`config.mk`:
```
export PLATFORM = sky130hd
export DESIGN_NAME = regfile_write_arbiter
export DESIGN_NICKNAME = d
export VERILOG_FILES = /design/src/rtl/regfile_write_arbiter.sv
export SDC_FILE = /design/constraint.sdc
export NUM_CORES = 1
export LEC_CHECK = 0
export CAP_MARGIN = 20
export CORE_MARGIN = 2
export CORE_UTILIZATION = 38
export DETAILED_ROUTE_END_ITERATION = 12
export GPL_ROUTABILITY_DRIVEN = 1
export PLACE_DENSITY_LB_ADDON = 0.25
export REMOVE_ABC_BUFFERS = 1
export SLEW_MARGIN = 20
export SYNTH_ARGS = -nofsm -noshare
export SYNTH_HDL_FRONTEND = slang
export SYNTH_SLANG_ARGS = --single-unit
```
`constraint.sdc`:
```
create_clock -name clk -period 2.6 [get_ports clk]
set_clock_uncertainty 0.2 [all_clocks]
set_input_delay 0.26 -clock clk [delete_from_list [all_inputs] [get_ports clk]]
set_output_delay 0.26 -clock clk [all_outputs]
set_load 0.005 [all_outputs]
```
`src/rtl/regfile_write_arbiter.sv`:
```
// Round-robin arbiter sharing one register-file write port among NUM_REQ writeback sources.
// The winning request is registered onto the write port one cycle after its grant.
module regfile_write_arbiter #(
  parameter int NUM_REQ = 2,
  parameter int ADDR_W  = 5,
  parameter int DATA_W  = 32,
  parameter int CNT_W   = 16
) (
  input  logic                      clk,
  input  logic                      rst,
  input  logic                      Freeze,
  input  logic [NUM_REQ-1:0]        ReqValid,
  input  logic [NUM_REQ*ADDR_W-1:0] ReqAddr,
  input  logic [NUM_REQ*DATA_W-1:0] ReqData,
  output logic [NUM_REQ-1:0]        Grant,
  output logic                      WriteEnable,
  output logic [ADDR_W-1:0]         WriteAddr,
  output logic [DATA_W-1:0]         WriteData,
  output logic [CNT_W-1:0]          ConflictCount
);

  localparam int PTR_W = (NUM_REQ > 1) ? $clog2(NUM_REQ) : 1;

  logic [PTR_W-1:0]  r_ptr;
  logic              r_we;
  logic [ADDR_W-1:0] r_addr;
  logic [DATA_W-1:0] r_data;
  logic [CNT_W-1:0]  r_cnt;

  logic              w_any;
  logic [PTR_W-1:0]  w_win_idx;
  logic              w_grant_en;
  logic [ADDR_W-1:0] w_win_addr;
  logic [DATA_W-1:0] w_win_data;
  logic [PTR_W-1:0]  w_next_ptr;
  logic              w_conflict;

  function automatic logic [3:0] popcount(input logic [NUM_REQ-1:0] v);
    logic [3:0] c;
    c = 4'd0;
    for (int i = 0; i < NUM_REQ; i++) begin
      if (v[i]) begin
        c = c + 4'd1;
      end else begin
        c = c;
      end
    end
    return c;
  endfunction

  // Round-robin search starting at r_ptr, wrapping from NUM_REQ-1 back to 0.
  always_comb begin
    logic [PTR_W:0] v_sum;
    w_any     = 1'b0;
    w_win_idx = '0;
    v_sum     = '0;
    for (int k = 0; k < NUM_REQ; k++) begin
      v_sum = {1'b0, r_ptr} + (PTR_W+1)'(k);
      if (v_sum >= (PTR_W+1)'(NUM_REQ)) begin
        v_sum = v_sum - (PTR_W+1)'(NUM_REQ);
      end else begin
        v_sum = v_sum;
      end
      if (!w_any && ReqValid[v_sum[PTR_W-1:0]]) begin
        w_any     = 1'b1;
        w_win_idx = v_sum[PTR_W-1:0];
      end else begin
        w_any     = w_any;
      end
    end
  end

  assign w_grant_en = w_any & ~Freeze & ~rst;
  assign w_win_addr = ReqAddr[w_win_idx*ADDR_W +: ADDR_W];
  assign w_win_data = ReqData[w_win_idx*DATA_W +: DATA_W];
  assign w_next_ptr = (w_win_idx == PTR_W'(NUM_REQ-1)) ? '0 : (w_win_idx + PTR_W'(1));
  assign w_conflict = ~Freeze & (popcount(ReqValid) >= 4'd2);

  // One-hot grant decode of the search winner.
  always_comb begin
    Grant = '0;
    if (w_grant_en) begin
      Grant[w_win_idx] = 1'b1;
    end else begin
      Grant = '0;
    end
  end

  // Write-port registers and priority pointer; x0 targets consume the slot without writing.
  always_ff @(posedge clk) begin
    if (rst) begin
      r_we   <= 1'b0;
      r_addr <= '0;
      r_data <= '0;
      r_ptr  <= '0;
    end else if (w_grant_en) begin
      r_we   <= (w_win_addr != '0);
      r_addr <= w_win_addr;
      r_data <= w_win_data;
      r_ptr  <= w_next_ptr;
    end else begin
      r_we   <= 1'b0;
    end
  end

  // Saturating count of contended, non-frozen cycles.
  always_ff @(posedge clk) begin
    if (rst) begin
      r_cnt <= '0;
    end else if (w_conflict && (r_cnt != {CNT_W{1'b1}})) begin
      r_cnt <= r_cnt + CNT_W'(1);
    end else begin
      r_cnt <= r_cnt;
    end
  end

  // Reset kills a registered write before the register file can commit it.
  assign WriteEnable   = r_we & ~rst;
  assign WriteAddr     = r_addr;
  assign WriteData     = r_data;
  assign ConflictCount = r_cnt;

endmodule

```
==> impl_metrics.ini <==
[global_route]
grt_max_degree = 48
grt_overflow_total = 0
antenna_found_initial = 0
grtUsageMet2_pct = 36.4
met1_usage_pct = 26.4
grt_pass1_vias = 2581
grt_pass1_wl_um = 12500
grt.busiest_layer = met2
grtUsageMet3_pct = 7.55
track_usage_pct = 21.7

[placement]
hpwlAfterDp_um = 5360
place_area_um2 = 3790
gp_congestion = 0.813
numPortBuffers = 134

[power]
peakVddDrop_mv = 0.273
powerDensity_nw_per_um2 = 432
p_leak_uw = 0.00138

[clock_network]
cts_root_buf = clkbuf_8
post_cts_resized = 0
cts_buffer_depth = 2
h-tree-depth = 2
cts.sinks = 55
clock_latency_ps = 310
clkTransAtPathRegs_ps = 90
cts_tree = yes
postCtsSetupBuffers = 0
ctsHoldBuffers = 0
cts_inserted_buffers = 5

[synthesis]
synth_seq_cells = 55
ys_warn_count = 0
syn_avg_cell_area_um2 = 9.53
syn_inst = 248
ys_types = 39
synth_top_area_share_pct = 46.6
syn_area_um2 = 2360
yosys.area.top_type = dfxtp_1
ys_seq_area_share_pct = 46.6
synth_area_leaders = dfxtp_1 47%, a222oi_1 14%, nor2_1 6.5%

[die]
die_y_um = 82.9
io_pins = 135
rows = 28
die_w_um = 82.9
core_region_area_um2 = 5960
start_util_pct = 39.7
dieArea_um2 = 6870

[sta]
setup_viol = 0
holdWs_ps = 113
tightestPinTransition_ps = 601
finalCriticalPeriod_ps = 2370
rsz0062_at_grt = false
slew_violations = 0
fmax_mhz = 423
fin_crit_sh_pct = 91.0
relSlewSlack_pct = 59.7
finalHoldViolCount = 0

[drt]
wl_um = 7590
drtIter0Drc = 276
drt_first_pass_iters = 8
final_antenna_net_count = 0
vias_per_cell = 5.68
routedWlPerCell_um = 16.7
drc_errors = 0
via_count = 2584

[hold_path]
holdPathEnd = ConflictCount[10]
min_path_cells = 2
min_path_type = input port to register
hold_start = rst

[final_layout]
final_nets = 459
final_area_um2 = 3880
fin_util_pct = 65.2
area_delta_synth_final_pct = 64.3
drive_gt1_share_pct = 7.89
antenna_cells = 0
nFillCells = 503

[worst_setup_path]
r2r-end = ConflictCount[13]
worstPathArrival_ps = 1910
r2r-start = ConflictCount[2]
crit_path_max_fanout = 7
critical_path.startpoint_type = input port
rr_worst_depth = 4
worstPathRequired_ps = 2140
critPathKind = input port to output pin
reg2reg_slack_ps = 410
end_kind = output pin

[run_status]
status = completed

[flow_run]
drv_cap = 0
[placed cells by master, fill, tap and decap left out, types with 2 or more instances in the layout]
master	n
a21oi_1	11
a222oi_1	32
a31oi_1	2
buf_4	8
clkbuf_8	5
clkdlybuf4s50_1	133
clkinvlp_4	2
dfxtp_1	55
inv_1	5
mux2_2	2
mux2i_1	5
nand2_1	5
nand3_1	4
nand3b_1	5
nand4_1	4
nand4b_1	2
nor2_1	41
nor2b_1	4
nor3_1	4
nor4_1	4
o21ai_0	9
o31ai_1	7
or2_2	3
or3_1	3
or4_1	6
[cell usage after synthesis]
library cell / number
nor4_1: 4
a211oi_1: 1
nor4b_1: 1
or2_2: 3
or4_1: 6
nor3_1: 4
clkbuf_8: 2
and3_1: 1
or4_2: 1
ha_1: 1
dfxtp_1: 55
nand4b_1: 2
o211a_1: 1
nand2_1: 5
o41ai_1: 1
or4_4: 1
o21bai_1: 1
nor2_1: 41
clkbuf_1: 16
nand3_1: 4
o31ai_1: 7
nand3b_4: 1
a2111oi_2: 1
mux2_2: 2
or3_1: 3
a311oi_1: 1
or3_2: 1
nand4_4: 1
o21ai_0: 9
dlygate4sd1_1: 1
nand3b_1: 5
o21ai_1: 2
a222oi_1: 32
nand4_1: 4
nor2b_1: 4
inv_1: 5
mux2i_1: 5
a21oi_1: 11
a31oi_1: 2
[stage by stage]
stage                     total power (µW)  setup TNS [ps]  instances  setup slack, ps
after floorplan                        986           -3520        229             -110
after global placement                1210               0        447              173
after detailed placement              1220               0        447              119
after CTS                             1700               0        455              193
after global routing                  1750               0        455              147
final                                 1680               0        455              234
[power breakdown]
part	total (µW)	switching [µW]	internal, µW	leakage [µW]
Clock	479	290	188	0.0000402
Combinational	307	106	200	0.000889
Sequential	893	18.6	874	0.000447
[critical path, stage by stage]
cell and delay (ps):
clkdlybuf4s50_1 590, a2111oi_4 440, clkdlybuf4s50_1 620
[how the worst max path moves through the flow]
stage,startpoint,to,cells past startpoint
global route,ReqValid[1],Grant[0],3
floorplan,ReqValid[1],WriteData[0],3
global placement,ReqValid[1],ConflictCount[3],5
detailed placement,ReqValid[1],ConflictCount[3],5
finish,ReqValid[1],Grant[0],3
CTS,ReqValid[1],Grant[0],3
[layer usage]
layer | vias to the layer above | wire length [µm]
li1 | 1238 | -
met1 | 1228 | 3090
met2 | 109 | 3680
met3 | 9 | 710
met4 | 0 | 105
met5 | - | 0
[kinds of logic (layout without fill, tap and decap cells)]
family	Yosys count	in the layout	synth area share (%)
buf+inv	24	156	4.87
simple gates	92	92	21.5
mux	7	7	3.07
compound gates	69	69	23.4
flops	55	55	46.6
fa+ha+maj	1	1	0.529
[state kept, by name, summed over array words and instances (netlist names)]
signal         count
r_we               1
WriteData         32
ConflictCount     16
r_ptr              1
WriteAddr          5
[layout make-up]
cell class,count,area [µm²],area share (%)
multi-input cells,169,1160,30.0
repair buffers,143,1420,36.5
well taps,75,93.8,2.42
clock inverters,3,20.0,0.516
clock buffers,5,68.8,1.77
inverters,5,18.8,0.483
flip-flops and latches,55,1100,28.4
No activity file was read; power rests on OpenSTA's default activity.
